**src/rtl/alu_cmd_issuer_if.sv**
```systemverilog
// Command, response and ALU-side signal bundle for alu_cmd_issuer.
// slave  : the issuer itself.
// master : the host/sequencer plus the ALU it is paired with.
interface alu_cmd_issuer_if #(
  parameter int width = 8,
  parameter int aw    = 2
);
  logic             cmd_valid;
  logic             cmd_ready;
  logic [2:0]       cmd_op;
  logic [aw-1:0]    cmd_rs1;
  logic [aw-1:0]    cmd_rs2;
  logic [aw-1:0]    cmd_rd;
  logic [width-1:0] alu_a;
  logic [width-1:0] alu_b;
  logic [2:0]       alu_op;
  logic [width-1:0] alu_y;
  logic [2:0]       alu_onz;
  logic             rsp_valid;
  logic             rsp_ready;
  logic [width-1:0] rsp_y;
  logic [2:0]       rsp_onz;

  modport slave (
    input  cmd_valid, cmd_op, cmd_rs1, cmd_rs2, cmd_rd, alu_y, alu_onz, rsp_ready,
    output cmd_ready, alu_a, alu_b, alu_op, rsp_valid, rsp_y, rsp_onz
  );

  modport master (
    output cmd_valid, cmd_op, cmd_rs1, cmd_rs2, cmd_rd, alu_y, alu_onz, rsp_ready,
    input  cmd_ready, alu_a, alu_b, alu_op, rsp_valid, rsp_y, rsp_onz
  );
endinterface

```
**src/rtl/alu_cmd_issuer.sv**
```systemverilog
// alu_cmd_issuer: accepts ALU commands, reads operands from a small register
// file, drives a combinational ALU for one cycle, writes the result back and
// returns result/flags over a response handshake.
// Optional build macro ALU_CMD_ISSUER_FLAG_CHECK_EN: enables the sticky
// flag-consistency checker on err (otherwise err is tied low).
module alu_cmd_issuer #(
  parameter  int width = 8,
  parameter  int regs  = 4,
  localparam int aw    = $clog2(regs)
) (
  input  logic             clk,
  input  logic             rst_n,
  input  logic             ld_en,
  input  logic [aw-1:0]    ld_addr,
  input  logic [width-1:0] ld_data,
  alu_cmd_issuer_if.slave  bus,
  output logic [2:0]       flags,
  output logic             err
);

  typedef enum logic [1:0] {IDLE, ISSUE, RESP} state_t;

  state_t           state_q, state_d;
  logic [width-1:0] a_q, a_d, b_q, b_d, y_q, y_d;
  logic [2:0]       op_q, op_d, onz_q, onz_d;
  logic [aw-1:0]    rd_q, rd_d;
  logic [width-1:0] rf_q [regs];
  logic [width-1:0] rf_d [regs];

  // Next state, operand latch, capture and register-file writes.
  // The load is applied before the writeback so a same-address writeback wins;
  // operands are read from rf_q, so a load on the accept edge is not seen.
  always_comb begin
    state_d = state_q;
    a_d     = a_q;
    b_d     = b_q;
    op_d    = op_q;
    rd_d    = rd_q;
    y_d     = y_q;
    onz_d   = onz_q;
    rf_d    = rf_q;
    if (ld_en) rf_d[ld_addr] = ld_data;
    case (state_q)
      IDLE: if (bus.cmd_valid) begin
        a_d     = rf_q[bus.cmd_rs1];
        b_d     = rf_q[bus.cmd_rs2];
        op_d    = bus.cmd_op;
        rd_d    = bus.cmd_rd;
        state_d = ISSUE;
      end
      ISSUE: begin
        y_d        = bus.alu_y;
        onz_d      = bus.alu_onz;
        rf_d[rd_q] = bus.alu_y;
        state_d    = RESP;
      end
      RESP: if (bus.rsp_ready) state_d = IDLE;
      default: state_d = IDLE;
    endcase
  end

  // State and datapath registers.
  always_ff @(posedge clk or negedge rst_n) begin
    if (!rst_n) begin
      state_q <= IDLE;
      a_q     <= '0;
      b_q     <= '0;
      op_q    <= '0;
      rd_q    <= '0;
      y_q     <= '0;
      onz_q   <= '0;
      for (int i = 0; i < regs; i++) rf_q[i] <= '0;
    end else begin
      state_q <= state_d;
      a_q     <= a_d;
      b_q     <= b_d;
      op_q    <= op_d;
      rd_q    <= rd_d;
      y_q     <= y_d;
      onz_q   <= onz_d;
      rf_q    <= rf_d;
    end
  end

  // rsp_onz and flags are the same captured value: the response copy is
  // only meaningful while rsp_valid, flags is read at any time.
  assign bus.cmd_ready = (state_q == IDLE);
  assign bus.rsp_valid = (state_q == RESP);
  assign bus.alu_a     = a_q;
  assign bus.alu_b     = b_q;
  assign bus.alu_op    = op_q;
  assign bus.rsp_y     = y_q;
  assign bus.rsp_onz   = onz_q;
  assign flags         = onz_q;

`ifdef ALU_CMD_ISSUER_FLAG_CHECK_EN
  logic err_q, err_d, chk_fail;
  logic sa, sb, sy;

  // Flag consistency of the ALU output against its own result and operands.
  always_comb begin
    sa       = a_q[width-1];
    sb       = b_q[width-1];
    sy       = bus.alu_y[width-1];
    chk_fail = (bus.alu_onz[1] != sy) || (bus.alu_onz[0] != (bus.alu_y == '0));
    if (op_q == 3'd0 && sa == sb && sy != sa && !bus.alu_onz[2]) chk_fail = 1'b1;
    if (op_q == 3'd1 && sa != sb && sy != sa && !bus.alu_onz[2]) chk_fail = 1'b1;
    err_d = err_q | ((state_q == ISSUE) && chk_fail);
  end

  // Sticky error until reset.
  always_ff @(posedge clk or negedge rst_n) begin
    if (!rst_n) err_q <= 1'b0;
    else        err_q <= err_d;
  end

  assign err = err_q;
`else
  assign err = 1'b0;
`endif

endmodule
```
**src/flat_wrapper.sv**
```systemverilog
// flat-port wrapper written by rule: the top's interface ports become plain ports
module alu_cmd_issuer_flat 
#(
  parameter  int width = 8,
  parameter  int regs  = 4,
  localparam int aw    = $clog2(regs)
)
  (clk, rst_n, ld_en, ld_addr, ld_data, flags, err, bus_cmd_valid, bus_cmd_op, bus_cmd_rs1, bus_cmd_rs2, bus_cmd_rd, bus_alu_y, bus_alu_onz, bus_rsp_ready, bus_cmd_ready, bus_alu_a, bus_alu_b, bus_alu_op, bus_rsp_valid, bus_rsp_y, bus_rsp_onz);
  alu_cmd_issuer_if #(.width(width)) bus_i ();
  input  logic clk;
  input  logic rst_n;
  input  logic ld_en;
  input  logic [aw-1:0] ld_addr;
  input  logic [width-1:0] ld_data;
  output logic [2:0] flags;
  output logic err;
  input wire logic [$bits(bus_i.cmd_valid)-1:0] bus_cmd_valid;
  input wire logic [$bits(bus_i.cmd_op)-1:0] bus_cmd_op;
  input wire logic [$bits(bus_i.cmd_rs1)-1:0] bus_cmd_rs1;
  input wire logic [$bits(bus_i.cmd_rs2)-1:0] bus_cmd_rs2;
  input wire logic [$bits(bus_i.cmd_rd)-1:0] bus_cmd_rd;
  input wire logic [$bits(bus_i.alu_y)-1:0] bus_alu_y;
  input wire logic [$bits(bus_i.alu_onz)-1:0] bus_alu_onz;
  input wire logic [$bits(bus_i.rsp_ready)-1:0] bus_rsp_ready;
  output wire logic [$bits(bus_i.cmd_ready)-1:0] bus_cmd_ready;
  output wire logic [$bits(bus_i.alu_a)-1:0] bus_alu_a;
  output wire logic [$bits(bus_i.alu_b)-1:0] bus_alu_b;
  output wire logic [$bits(bus_i.alu_op)-1:0] bus_alu_op;
  output wire logic [$bits(bus_i.rsp_valid)-1:0] bus_rsp_valid;
  output wire logic [$bits(bus_i.rsp_y)-1:0] bus_rsp_y;
  output wire logic [$bits(bus_i.rsp_onz)-1:0] bus_rsp_onz;
  assign bus_i.cmd_valid = bus_cmd_valid;
  assign bus_i.cmd_op = bus_cmd_op;
  assign bus_i.cmd_rs1 = bus_cmd_rs1;
  assign bus_i.cmd_rs2 = bus_cmd_rs2;
  assign bus_i.cmd_rd = bus_cmd_rd;
  assign bus_i.alu_y = bus_alu_y;
  assign bus_i.alu_onz = bus_alu_onz;
  assign bus_i.rsp_ready = bus_rsp_ready;
  assign bus_cmd_ready = bus_i.cmd_ready;
  assign bus_alu_a = bus_i.alu_a;
  assign bus_alu_b = bus_i.alu_b;
  assign bus_alu_op = bus_i.alu_op;
  assign bus_rsp_valid = bus_i.rsp_valid;
  assign bus_rsp_y = bus_i.rsp_y;
  assign bus_rsp_onz = bus_i.rsp_onz;
  alu_cmd_issuer #(.width(width), .regs(regs)) u_core (.clk(clk), .rst_n(rst_n), .ld_en(ld_en), .ld_addr(ld_addr), .ld_data(ld_data), .bus(bus_i), .flags(flags), .err(err));
endmodule
```
**config.mk**
```make
export PLATFORM = sky130hd
export DESIGN_NAME = alu_cmd_issuer_flat
export DESIGN_NICKNAME = d
export VERILOG_FILES = /design/src/rtl/alu_cmd_issuer_if.sv /design/src/rtl/alu_cmd_issuer.sv /design/src/flat_wrapper.sv
export SDC_FILE = /design/constraint.sdc
export NUM_CORES = 1
export LEC_CHECK = 0
export ABC_CLOCK_PERIOD_IN_PS = 2000
export CORE_MARGIN = 4
export CORE_UTILIZATION = 51
export DETAILED_ROUTE_END_ITERATION = 8
export PLACE_DENSITY = 0.8
export SLEW_MARGIN = 0
export SYNTH_ARGS = -nofsm -noshare
export SYNTH_HDL_FRONTEND = slang
export SYNTH_SLANG_ARGS = --single-unit
export TNS_END_PERCENT = 50
```
**constraint.sdc**
```tcl
create_clock -name clk -period 2 [get_ports clk]
set_clock_uncertainty 0.2 [all_clocks]
set_input_delay 0.5 -clock clk [delete_from_list [all_inputs] [get_ports clk]]
set_output_delay 0.5 -clock clk [all_outputs]
set_load 0.02 [all_outputs]
```
Yosys cells after proc, flatten, opt, wreduce, memory -nomap -nowiden
Cells that the tools add are included.
{ "totals": {"register_bits": 66, "input_bits": 35} }
{ "op_classes": {"order_cmp": 6, "eq_ne": 4, "n_mux": 17, "bitwise": 4, "reduce_logical": 5} }
{ "op_table": {"columns": ["cell", "count"], "rows": [
  ["$bwmux 32", 2],
  ["$mux 32", 2],
  ["$mux 8", 6],
  ["$bmux 8 s2", 2],
  ["$demux 8 s2", 2],
  ["$ge 3x3->1 const B", 4],
  ["$not 2->3", 4],
  ["$lt 3x1->1 const B", 2],
  ["$pmux 2 s3", 1],
  ["$mux 2", 2],
  ["$ne 2x2->1 const B", 2],
  ["$reduce_and 2->1", 2],
  ["$eq 2x1->1 const B", 1],
  ["$eq 2x2->1 const B", 1],
  ["$logic_and 1x1->1", 2],
  ["$logic_not 2->1", 1]
]} }

Depth between registers and ports, before layout
Gate-level depths: netlist of the first run.
{ "logic_depth": {"word_depth": 9, "mapped_depth": 4, "depth_no_buf": 3} }

Least setup slack after synthesis of the first run
No wires, ideal clock.
{ "synth_path": {"path_type": "register to register", "start": "register u_core.state_q[1]", "end": "register u_core.a_q[2], in the netlist u_core.bus.alu_a[2]", "setup_ns": 0.128, "t_arrival_ns": 1.442, "t_required_ns": 1.672, "slack_ns": 0.230, "stages_incl_launch_ff": 5, "path_buffers": 1, "path_cell_list": "dfrtp_1 > nor2_1 > nand2_1 > buf_4 > mux2_1"} }
{ "synth_between": {"elab_chain_cells": 2} }
{ "synth_rtl": {"columns": ["item", "line_no", "text"], "rows": [
  ["start: declaration", "alu_cmd_issuer.sv:23", "state_t state_q, state_d;"],
  ["start signal: assignment", "alu_cmd_issuer.sv:74", "state_q <= state_d;"],
  ["$logic_not 2->1", null, null],
  ["net bus_cmd_ready", "flat_wrapper.sv:25", "output wire logic [$bits(bus_i.cmd_ready)-1:0] bus_cmd_ready;"],
  ["$reduce_and 2->1 (no line)", null, null],
  ["end signal: assignment", "alu_cmd_issuer.sv:66", "a_q <= '0;"],
  ["end signal: assignment", "alu_cmd_issuer.sv:75", "a_q <= a_d;"],
  ["end: declaration", "alu_cmd_issuer.sv:24", "logic [width-1:0] a_q, a_d, b_q, b_d, y_q, y_d;"]
]} }
The timed path passes the listed nets, and every way through them passes these cells.
A chain may end at the register's enable or synchronous reset.

Final worst setup path of the first run
{ "layout_path": {"start": "input bus_cmd_rs1[0]", "end": "register u_core.a_q[3], in the netlist u_core.bus.alu_a[3]"} }
{ "layout_between": {"elab_chain_cells": 4} }
{ "layout_rtl": {"columns": ["item", "line_no", "text"], "rows": [
  ["start: declaration", "flat_wrapper.sv:19", "input wire logic [$bits(bus_i.cmd_rs1)-1:0] bus_cmd_rs1;"],
  ["$not 2->3 (implied by the code)", "alu_cmd_issuer.sv:45", "a_d = rf_q[bus.cmd_rs1];"],
  ["$bmux 8 s2", "alu_cmd_issuer.sv:45", null],
  ["$mux 8 (implied by the code) (2 in series)", "alu_cmd_issuer.sv:45", null]
]} }
No other way between the ends. The select of a mux whose other input is x is not followed.

==> results of run 1 <==
[critical path, stage by stage]
cell             delay (ps)
clkdlybuf4s50_1         520
buf_12                  150
mux4_1                  540
mux2_2                  270
[what timing repair did]
action,4_1_cts,5_1_grt
resized for setup,23,15
setup buffers,0,0
endpoints found under the hold margin,66,0
hold buffers,1,0
endpoints found under the setup margin,23,14
[report_power, final]
part	switching, mW	total [mW]	internal, mW
registers	0.437	2.46	2.02
clock network	0.472	0.951	0.479
logic	1.22	2.61	1.39
[worst paths after layout]
check                                     from                   to  slack (ps)  cells after the start
min reg2reg                u_core.bus.alu_a[2]  u_core.bus.alu_a[2]         290                      1
min                        u_core.bus.alu_a[2]  u_core.bus.alu_a[2]         290                      1
max reg2reg                  u_core.state_q[1]      u_core.rf_q[13]         420                      3
max in group asynchronous                rst_n       u_core.rf_q[5]         750                      3
min in group asynchronous                rst_n       u_core.rd_q[0]         550                      3
max                             bus_cmd_rs1[0]  u_core.bus.alu_a[3]          30                      4
[cells in the final DEF, fill, tap and decap left out]
cell type / n
dfrtp_1: 66
clkdlybuf4s50_1: 33
mux2i_1: 32
mux2_2: 29
nand2_1: 25
o21ai_0: 24
dlygate4sd2_1: 21
dlymetal6s2s_1: 12
buf_4: 12
mux4_2: 10
clkbuf_8: 10
nor2_1: 9
a21oi_1: 8
mux4_1: 6
buf_12: 5
mux2_1: 3
clkbuf_1: 3
clkinv_2: 3
and4bb_2: 2
and3b_1: 2
nand2b_1: 2
inv_1: 2
nor4b_4: 1
nor3b_1: 1
o21ai_1: 1
nand4b_1: 1
and3_1: 1
conb_1: 1
dlygate4sd3_1: 1
buf_2: 1
clkbuf_2: 1
clkdlybuf4s15_1: 1
[final cells by class]
type | instances | area (um^2) | share of cell area (%)
Clock inverter | 3 | 15.01 | 0.3522
Tap cell | 75 | 93.84 | 2.201
Sequential cell | 66 | 1652 | 38.74
Inverter | 2 | 7.507 | 0.1761
Clock buffer | 13 | 148.9 | 3.493
Timing Repair Buffer | 87 | 884.6 | 20.75
Multi-Input combinational cell | 158 | 1461 | 34.28
[registers in the layout, indices dropped and copies added, names as in the netlist]
signal / cells
u_core.rf_q: 32
u_core.bus.alu_a: 8
u_core.bus.alu_b: 8
u_core.bus.rsp_y: 8
u_core.bus.alu_op: 3
u_core.bus.rsp_onz: 3
u_core.rd_q: 2
u_core.state_q: 2
[cell families (layout without fill, tap and decap cells)]
kind of cell	Yosys count	after routing	share of synthesized area, %
multiplexers	80	80	32.79
flip-flops	66	66	50.93
AND/OR/NAND/NOR	44	44	7.060
AO/OA/AOI/OAI	33	33	5.093
buffers and inverters	21	105	4.012
other	1	1	0.1156
[routing by layer]
metal	part of all wire, %	track usage, %	wire, um
met2	51	34.79	3710
met4	1.5	9.484	112
met5	0	0	0
met1	42	24.64	3041
met3	6.1	5.738	443
==> results.md, run 1 <==
- Kind of critical path: input port to flop
- Hold Fails Final Rpt: 0
- Pwr Density: 1411 nW/um^2
- First-pass GRT wire length: 11670 um
- Endpoint type of the worst setup path: flop
- Gr ovfl total: 0
- Synth cell types: 24
- Routed wire length: 7307 um
- Initial Utilization: 53.51%
- Most common cell in the synthesized netlist: dfrtp_1
- Post-DP Area: 4090 um^2
- Final Cycle Share: 98.70%
- Max Clk Rate: 0.5066 GHz
- Antenna diodes: 0
- Final WS setup: 26.04 ps
- Pre-antenna DRT Iters: 4
- Row cnt: 28
- Htree depth: 3
- Initial DRC count: 97
- Fill cells: 458
- Die width: 87.75 um
- Ys Warns: 0
- Mapped Cells: 245
- Minimum hold slack: 293.7 ps
- Synth Net Count: 280
- Detail Route Antenna Nets: 0
- Worst Hold Class: flop to flop
- Top cell type's share of synthesized area: 50.93%
- RSZ-0062 raised after global routing: false
- Inst Count DP: 387
- Post-synth EDFFs: 0
- Clock slew at reported path FFs: 60 ps
- Die area: 7699 um^2
- Via count: 2242
- Mapped cell area: 3243 um^2
- Dpl ws: -324.1 ps
- Clock sink count: 66
- CTS tree: built
- Commonest cells post-synth: dfrtp_1, mux2i_1, mux2_2
- CTS Buffer Depth: 2
- Initial antenna violation count: 0
- Top area cells in the synthesized netlist: dfrtp_1, mux2_2, mux2i_1, mux4_2, mux4_1
- GPL Wtd Cong: 0.7926
- Cell taking the most area after synthesis: dfrtp_1
- Hpwl dp: 5131 um
- #FFs+latches synth: 66
- Max Transition Viols Final: 0
- Setup violations, final: 0
- Wire per inst: 18.09 um
- Worst-skew pair later-pin latency: 330 ps
- Largest net degree at the start of global routing: 67
- Fin area: 4263 um^2
- CP arrival: 1990 ps
- IO Count: 71
- Via-to-Cell Ratio: 5.550
- Total track usage: 20.66%
- Setup_tns: 0 ps
- Ys flop type: dfrtp_1
- Share of layout cells above drive strength 1: 22.49%
- CP required: 2010 ps
- Core area: 6061 um^2
- Root buffer cell: clkbuf_8
- Syn Area/Cell: 13.24 um^2
- Final design utilization: 70.33%
- IR drop worst, VDD: 0.0009937 V
- Port Buf Inserts: 69
- Worst-path maximum fanout: 8
- Sequential area share after synthesis: 50.93%
- Static Leak: 1.889 nW
- Die span in y: 87.75 um
- Max_cap viols: 0
- Final Total Pwr: 6.016 mW
- P&R area growth vs syn: 31.44%
- Final nets: 359
- Clock buffer count from CTS: 9
- FFs w/ async S/R, synth: 100.0%
- CP startpoint kind: input port
- Vias in the first global route: 2397
- # DRC: 0
- Status: finished, final reports clean
- Non-filler cells, final: 404
- Fin crit period: 1974 ps
No activity file was read; power rests on OpenSTA's default activity.
==> inputs of run 2 (changes only) <==
--- a/config.mk
+++ b/config.mk
@@ -5,11 +5,14 @@
 export SDC_FILE = /design/constraint.sdc
 export NUM_CORES = 1
 export LEC_CHECK = 0
+export ABC_AREA = 1
 export ABC_CLOCK_PERIOD_IN_PS = 2000
 export CORE_MARGIN = 4
-export CORE_UTILIZATION = 51
+export CORE_UTILIZATION = 52
 export DETAILED_ROUTE_END_ITERATION = 8
 export PLACE_DENSITY = 0.8
+export SETUP_SLACK_MARGIN = 0.4
+export SKIP_CTS_REPAIR_TIMING = 1
 export SLEW_MARGIN = 0
 export SYNTH_ARGS = -nofsm -noshare
 export SYNTH_HDL_FRONTEND = slang
==> run 2 against run 1 <==
The flow now finishes with violations (negative hold slack). Total power grew 15%. Global-route usage up 5.6 points. Combinational power rose by 31%. Via count grew 64%. Worst hold slack got worse by 340 ps. Critical path type is now flop to output port. Largest cell class is now multi-input gates.
==> results.md, run 2 <==
- Status: finished with violations
- Violated checks: negative hold slack
- Die area: 8386 um^2 (+8.9%)
- CTS Buffer Depth: 2 (unchanged)
- Via count: 3678 (+64%)
- Clock buffer count from CTS: 9 (unchanged)
- Antenna diodes: 0 (unchanged)
- #FFs+latches synth: 66 (unchanged)
- Total track usage: 26.25% (+5.6 points)
- Biggest register: u_core.rf_q
- Core area: 6794 um^2 (+12%)
- Static Leak: 2.678 nW (+42%)
- Minimum hold slack: -45.65 ps (-339.3 ps)
- Worst Hold Class: input port to async pin
- FFs w/ async S/R, synth: 100.0% (unchanged)
- Crit path buf inv count: 1 (-1)
- Max Transition Viols Final: 0 (unchanged)
- Fin crit period: 1749 ps (-225.4 ps)
- Max Clk Rate: 0.5719 GHz (+13%)
- Wire per inst: 14.74 um (-19%)
- Most common cell after layout, fill and taps aside: nand2_1
- Dpl ws: -68.76 ps (+255.3 ps)
- P&R area growth vs syn: 33.21%
- Clock sink count: 66 (unchanged)
- Reg2reg start: u_core.state_q[1]
- Initial DRC count: 226 (+130%)
- Crit-path slowest cell: dfrtp_1
- GPL Wtd Cong: 1.058 (+33%)
- Gr ovfl total: 0 (unchanged)
- CP startpoint kind: flop
- Most frequent cells in the layout: nand2_1, nand3_1, dfrtp_1
- CP arrival: 1050 ps (-940 ps)
- Row cnt: 30 (+7.1%)
- Synth cell types: 17 (-29%)
- Ys flop type: dfrtp_1
- Non-filler cells, final: 721 (+78%)
- Largest net degree at the start of global routing: 67 (unchanged)
- Routed wire length: 10630 um (+45%)
- Most common cell in the synthesized netlist: nand2_1
- Htree depth: 3 (unchanged)
- Ys Warns: 0 (unchanged)
- Inst Count DP: 696 (+80%)
- Endpoint type of the worst setup path: output port
- IR drop worst, VDD: 0.0008812 V (-11%)
- Initial Utilization: 53.46% (about the same)
- Worst-skew pair later-pin latency: 350 ps (+20 ps)
- Worst path max stage delay: 420 ps (-120 ps)
- Post-synth EDFFs: 0 (unchanged)
- Fill cells: 592 (+29%)
- Top cell type's share of synthesized area: 45.47% (-5.5 points)
- Crit path cell chain: nor2_2 > buf_6
- Hold Fails Final Rpt: 66 (+66)
- RSZ-0062 raised after global routing: true
- Mapped Cells: 529 (+120%)
- Clock slew at reported path FFs: 70 ps (about the same)
- Pwr Density: 1424 nW/um^2 (+0.88%)
- First-pass GRT wire length: 17150 um (+47%)
- Final nets: 656 (+83%)
- Commonest cells post-synth: nand2_1, nand3_1, dfrtp_1
- Syn Area/Cell: 6.866 um^2 (-48%)
- Hpwl dp: 7633 um (+49%)
- Worst r2r path cells: 7 (+4)
- R2r setup slk: 420 ps (about the same)
- Worst-path maximum fanout: 3 (-5)
- Die width: 91.58 um (+4.4%)
- Sequential area share after synthesis: 45.47% (-5.5 points)
- CP top delay family: flip-flops
- Mapped cell area: 3632 um^2 (+12%)
- # DRC: 0 (unchanged)
- Initial antenna violation count: 0 (unchanged)
- Max_cap viols: 0 (unchanged)
- Die span in y: 91.58 um (+4.4%)
- Number of flip-flops in the largest register: 32 (unchanged)
- Root buffer cell: clkbuf_8
- IO Count: 71 (unchanged)
- Share of layout cells above drive strength 1: 16.80% (-5.7 points)
- Vias in the first global route: 3349 (+40%)
- Pre-antenna DRT Iters: 5 (+1)
- Detail Route Antenna Nets: 0 (unchanged)
- End of the worst register-to-register path: u_core.rf_q[20]
- Synth Net Count: 564 (+100%)
- Kind of critical path: flop to output port
- Port Buf Inserts: 69 (unchanged)
- Via-to-Cell Ratio: 5.101 (-8.1%)
- Final WS setup: 251.4 ps (+225.4 ps)
- Final Cycle Share: 87.43% (-11 points)
- CP required: 1300 ps (-710 ps)
- Top area cells in the synthesized netlist: dfrtp_1, nand2_1, nand3_1, inv_1, buf_4
- CTS tree: built
- Cell taking the most area after synthesis: dfrtp_1
- Setup violations, final: 0 (unchanged)
[run 2: cell count changes in the layout (fill, tap and decap cells not counted), moves of 9 or more]
cell            before  now
buf_4               12   34
buf_6                0   26
dlygate4sd2_1       21    0
dlymetal6s2s_1      12    3
inv_1                2   49
mux2_2              29    0
mux2i_1             32    0
mux4_2              10    0
nand2_1             25  279
nand3_1              0   80
nor2_1               9    0
o21ai_0             24    3
[run 2: final cells by class]
class,count,area (um^2),share of cell area [%]
well taps,96,120.1,2.483
flip-flops and latches,66,1652,34.13
inverters,57,216.5,4.474
clock buffers,10,137.6,2.845
multi-input cells,383,1657,34.24
clock inverters,5,55.05,1.138
repair buffers,104,1001,20.69
[run 2: where the power goes]
part,total (mW),switching (mW),leakage [nW],internal [mW]
sequential,2.33,0.336,0.783,1.99
clock,1.13,0.534,0.0941,0.598
combinational,3.43,2.02,1.80,1.41
[run 2: how the worst max path moves through the flow]
| stage | slack, ps | to | startpoint | cells after the start |
|---|---|---|---|---|
| finish | 250 | bus_rsp_valid | u_core.state_q[0] | 2 |
| global route | 220 | bus_rsp_valid | u_core.state_q[1] | 3 |
| CTS | -250 | bus_rsp_valid | u_core.state_q[0] | 2 |
| detailed placement | -70 | u_core.rf_q[13] | ld_addr[0] | 6 |
| global placement | -40 | u_core.rf_q[12] | ld_addr[0] | 6 |
| floorplan | 440 | u_core.bus.alu_a[6] | u_core.state_q[0] | 6 |
[run 2: per-stage QoR]
step           instance area, um^2  hold WS (ps)  setup TNS (ps)  power (mW)  utilization [%]
2_1_floorplan                 3632         4.409               0       4.262                -
3_3_place_gp                  4541         261.0          -193.9       5.465            66.83
3_5_place_dp                  4541         263.8          -532.1       5.543            66.83
4_1_cts                       4733        -22.60           -1188       6.687            69.67
5_1_grt                       4838         1.175               0       7.420            71.22
6_report                      4838        -45.65               0       6.889            71.22
[run 2: kinds of logic (layout without fill, tap and decap cells)]
kind of cell           count (synthesis)  count (layout)  share of synthesized area (%)
AOI/OAI and AO/OA                      3               3                         0.4132
buffers and inverters                 80             176                          9.611
and+or+nand+nor                      379             379                          44.40
DFF                                   66              66                          45.47
other                                  1               1                         0.1032
[run 2: routing by layer]
metal | vias to the layer above | global-route usage [%] | wire length (um) | share of wire [%]
li1 | 1811 | - | - | -
met3 | 17 | 4.060 | 874 | 8.2
met1 | 1680 | 36.16 | 4598 | 43
met5 | - | 0 | 0 | 0
met4 | 0 | 9.925 | 254 | 2.4
met2 | 170 | 41.63 | 4899 | 46
==> inputs of run 3 (changes only) <==
--- a/config.mk
+++ b/config.mk
@@ -8,9 +8,10 @@
 export ABC_AREA = 1
 export ABC_CLOCK_PERIOD_IN_PS = 2000
 export CORE_MARGIN = 4
-export CORE_UTILIZATION = 52
+export CORE_UTILIZATION = 55
 export DETAILED_ROUTE_END_ITERATION = 8
-export PLACE_DENSITY = 0.8
+export DONT_BUFFER_PORTS = 1
+export PLACE_DENSITY = 0.7
 export SETUP_SLACK_MARGIN = 0.4
 export SKIP_CTS_REPAIR_TIMING = 1
 export SLEW_MARGIN = 0
==> run 3 against run 2 <==
The run still ends with negative hold slack left. Worst hold slack worse by 320 ps. Combinational power fell by 39%. Die area down 5.0%.
==> results.md, run 3 (same netlist as run 2, synthesis figures left out) <==
- Status: finished with violations
- Violated checks: negative hold slack
- Pwr Density: 1514 nW/um^2 (+6.3%)
- Total track usage: 26.08% (-0.17 points)
- Kind of critical path: flop to output port
- Fin crit period: 1732 ps (-16.77 ps)
- Htree depth: 3 (unchanged)
- Gr ovfl total: 0 (unchanged)
- P&R area growth vs syn: 5.615%
- Clock buffer count from CTS: 9 (unchanged)
- Worst Hold Class: input port to async pin
- Worst-skew pair later-pin latency: 350 ps (about the same)
- Max_cap viols: 0 (unchanged)
- IO Count: 71 (unchanged)
- Core area: 6386 um^2 (-6.0%)
- Number of flip-flops in the largest register: 32 (unchanged)
- Initial antenna violation count: 0 (unchanged)
- Die area: 7968 um^2 (-5.0%)
- Max Clk Rate: 0.5774 GHz (+0.97%)
- Worst path max stage delay: 410 ps (about the same)
- Detail Route Antenna Nets: 0 (unchanged)
- CP arrival: 1030 ps (-20 ps)
- Share of layout cells above drive strength 1: 6.844% (-10 points)
- Most common cell after layout, fill and taps aside: nand2_1
- Initial Utilization: 56.88% (+3.4 points)
- Minimum hold slack: -363.2 ps (-317.5 ps)
- Antenna diodes: 0 (unchanged)
- Clock sink count: 66 (unchanged)
- CP top delay family: flip-flops
- Die span in y: 89.27 um (-2.5%)
- Pre-antenna DRT Iters: 5 (unchanged)
- CTS tree: built
- Endpoint type of the worst setup path: output port
- Final Cycle Share: 86.59% (-0.84 points)
- Crit path buf inv count: 0 (-1)
- First-pass GRT wire length: 15510 um (-9.5%)
- Via count: 3243 (-12%)
- Die width: 89.27 um (-2.5%)
- Clock slew at reported path FFs: 80 ps (about the same)
- Routed wire length: 9875 um (-7.1%)
- GPL Wtd Cong: 0.8965 (-15%)
- Port Buf Inserts: 0 (-100%)
- Crit-path slowest cell: dfrtp_1
- Crit path cell chain: nor2_2
- Biggest register: u_core.rf_q
- Hold Fails Final Rpt: 66 (unchanged)
- # DRC: 0 (unchanged)
- CTS Buffer Depth: 2 (unchanged)
- Worst-path maximum fanout: 3 (unchanged)
- CP required: 1300 ps (about the same)
- CP startpoint kind: flop
- IR drop worst, VDD: 0.001075 V (+22%)
- Setup violations, final: 0 (unchanged)
- Largest net degree at the start of global routing: 67 (unchanged)
- Initial DRC count: 196 (-13%)
- Vias in the first global route: 2939 (-12%)
- Root buffer cell: clkbuf_8
- Most frequent cells in the layout: nand2_1, nand3_1, dfrtp_1
- Hpwl dp: 6924 um (-9.3%)
- RSZ-0062 raised after global routing: true
- Max Transition Viols Final: 0 (unchanged)
- Wire per inst: 16.38 um (+11%)
- Setup_tns: 0 ps (unchanged)
- Static Leak: 2.142 nW (-20%)
- Final nets: 556 (-15%)
- Via-to-Cell Ratio: 5.378 (+5.4%)
- Row cnt: 29 (-3.3%)
run 3: cell count changes in the layout (fill, tap and decap cells not counted), sizes merged:
| cell | before | now |
|---|---|---|
| buf | 65 | 4 |
| bufinv | 1 | 0 |
| clkbuf | 16 | 11 |
| clkdlybuf4s50 | 30 | 0 |
| clkinv | 3 | 5 |
| dlymetal6s2s | 3 | 0 |
| inv | 56 | 55 |
run 3: power breakdown:
part / leakage (nW) / total, mW / switching, mW / internal (mW)
combinational: 1.27 / 2.08 / 1.39 / 0.687
clock: 0.0851 / 1.00 / 0.525 / 0.477
sequential: 0.783 / 2.73 / 0.740 / 1.99
run 3: cell type report:
cell class	instances	area (um^2)
Clock inverter	5	30.03
Fill cell	619	2550
Tap cell	77	96.34
Multi-Input combinational cell	383	1659
Inverter	57	224.0
Clock buffer	11	141.4
Timing Repair Buffer	4	33.78
Sequential cell	66	1652
run 3: final timing paths:
path	from	endpoint	slack, ps	depth (start not counted)
max	u_core.state_q[0]	bus_rsp_valid	270	1
max reg2reg	u_core.state_q[1]	u_core.rf_q[31]	440	7
min reg2reg	u_core.rf_q[15]	u_core.rf_q[15]	400	4
min	rst_n	u_core.bus.alu_op[0]	-360	0
max in group asynchronous	rst_n	u_core.rf_q[28]	1850	0
min in group clk	bus_alu_y[1]	u_core.bus.rsp_y[1]	60	2
run 3: worst register-to-register path, delay by kind of cell (launching register included):
| kind | cells | cell delay, ps |
|---|---|---|
| buffers and inverters | 3 | 430 |
| DFF | 1 | 390 |
| and+or+nand+nor | 4 | 460 |
run 3: per-stage QoR:
| step | cells | instance area [um^2] | total power, mW | utilization, % | worst slack (ps) |
|---|---|---|---|---|---|
| after global routing | 603 | 3836 | 6.306 | 60.07 | 217.9 |
| after detailed placement | 587 | 3623 | 4.733 | 56.74 | 373.4 |
| after CTS | 603 | 3795 | 5.743 | 59.42 | 171.1 |
| after floorplan | 529 | 3632 | 4.262 | - | 438.3 |
| final | 603 | 3836 | 5.806 | 60.07 | 268.2 |
| after global placement | 587 | 3623 | 4.687 | 56.74 | 399.6 |
run 3: routing by layer:
layer | global-route usage, % | vias up | routed length [um]
met3 | 7.558 | 16 | 830
met2 | 38.65 | 142 | 4577
met1 | 36.28 | 1474 | 4258
li1 | - | 1611 | -
met5 | 0 | - | 0
met4 | 9.743 | 0 | 209
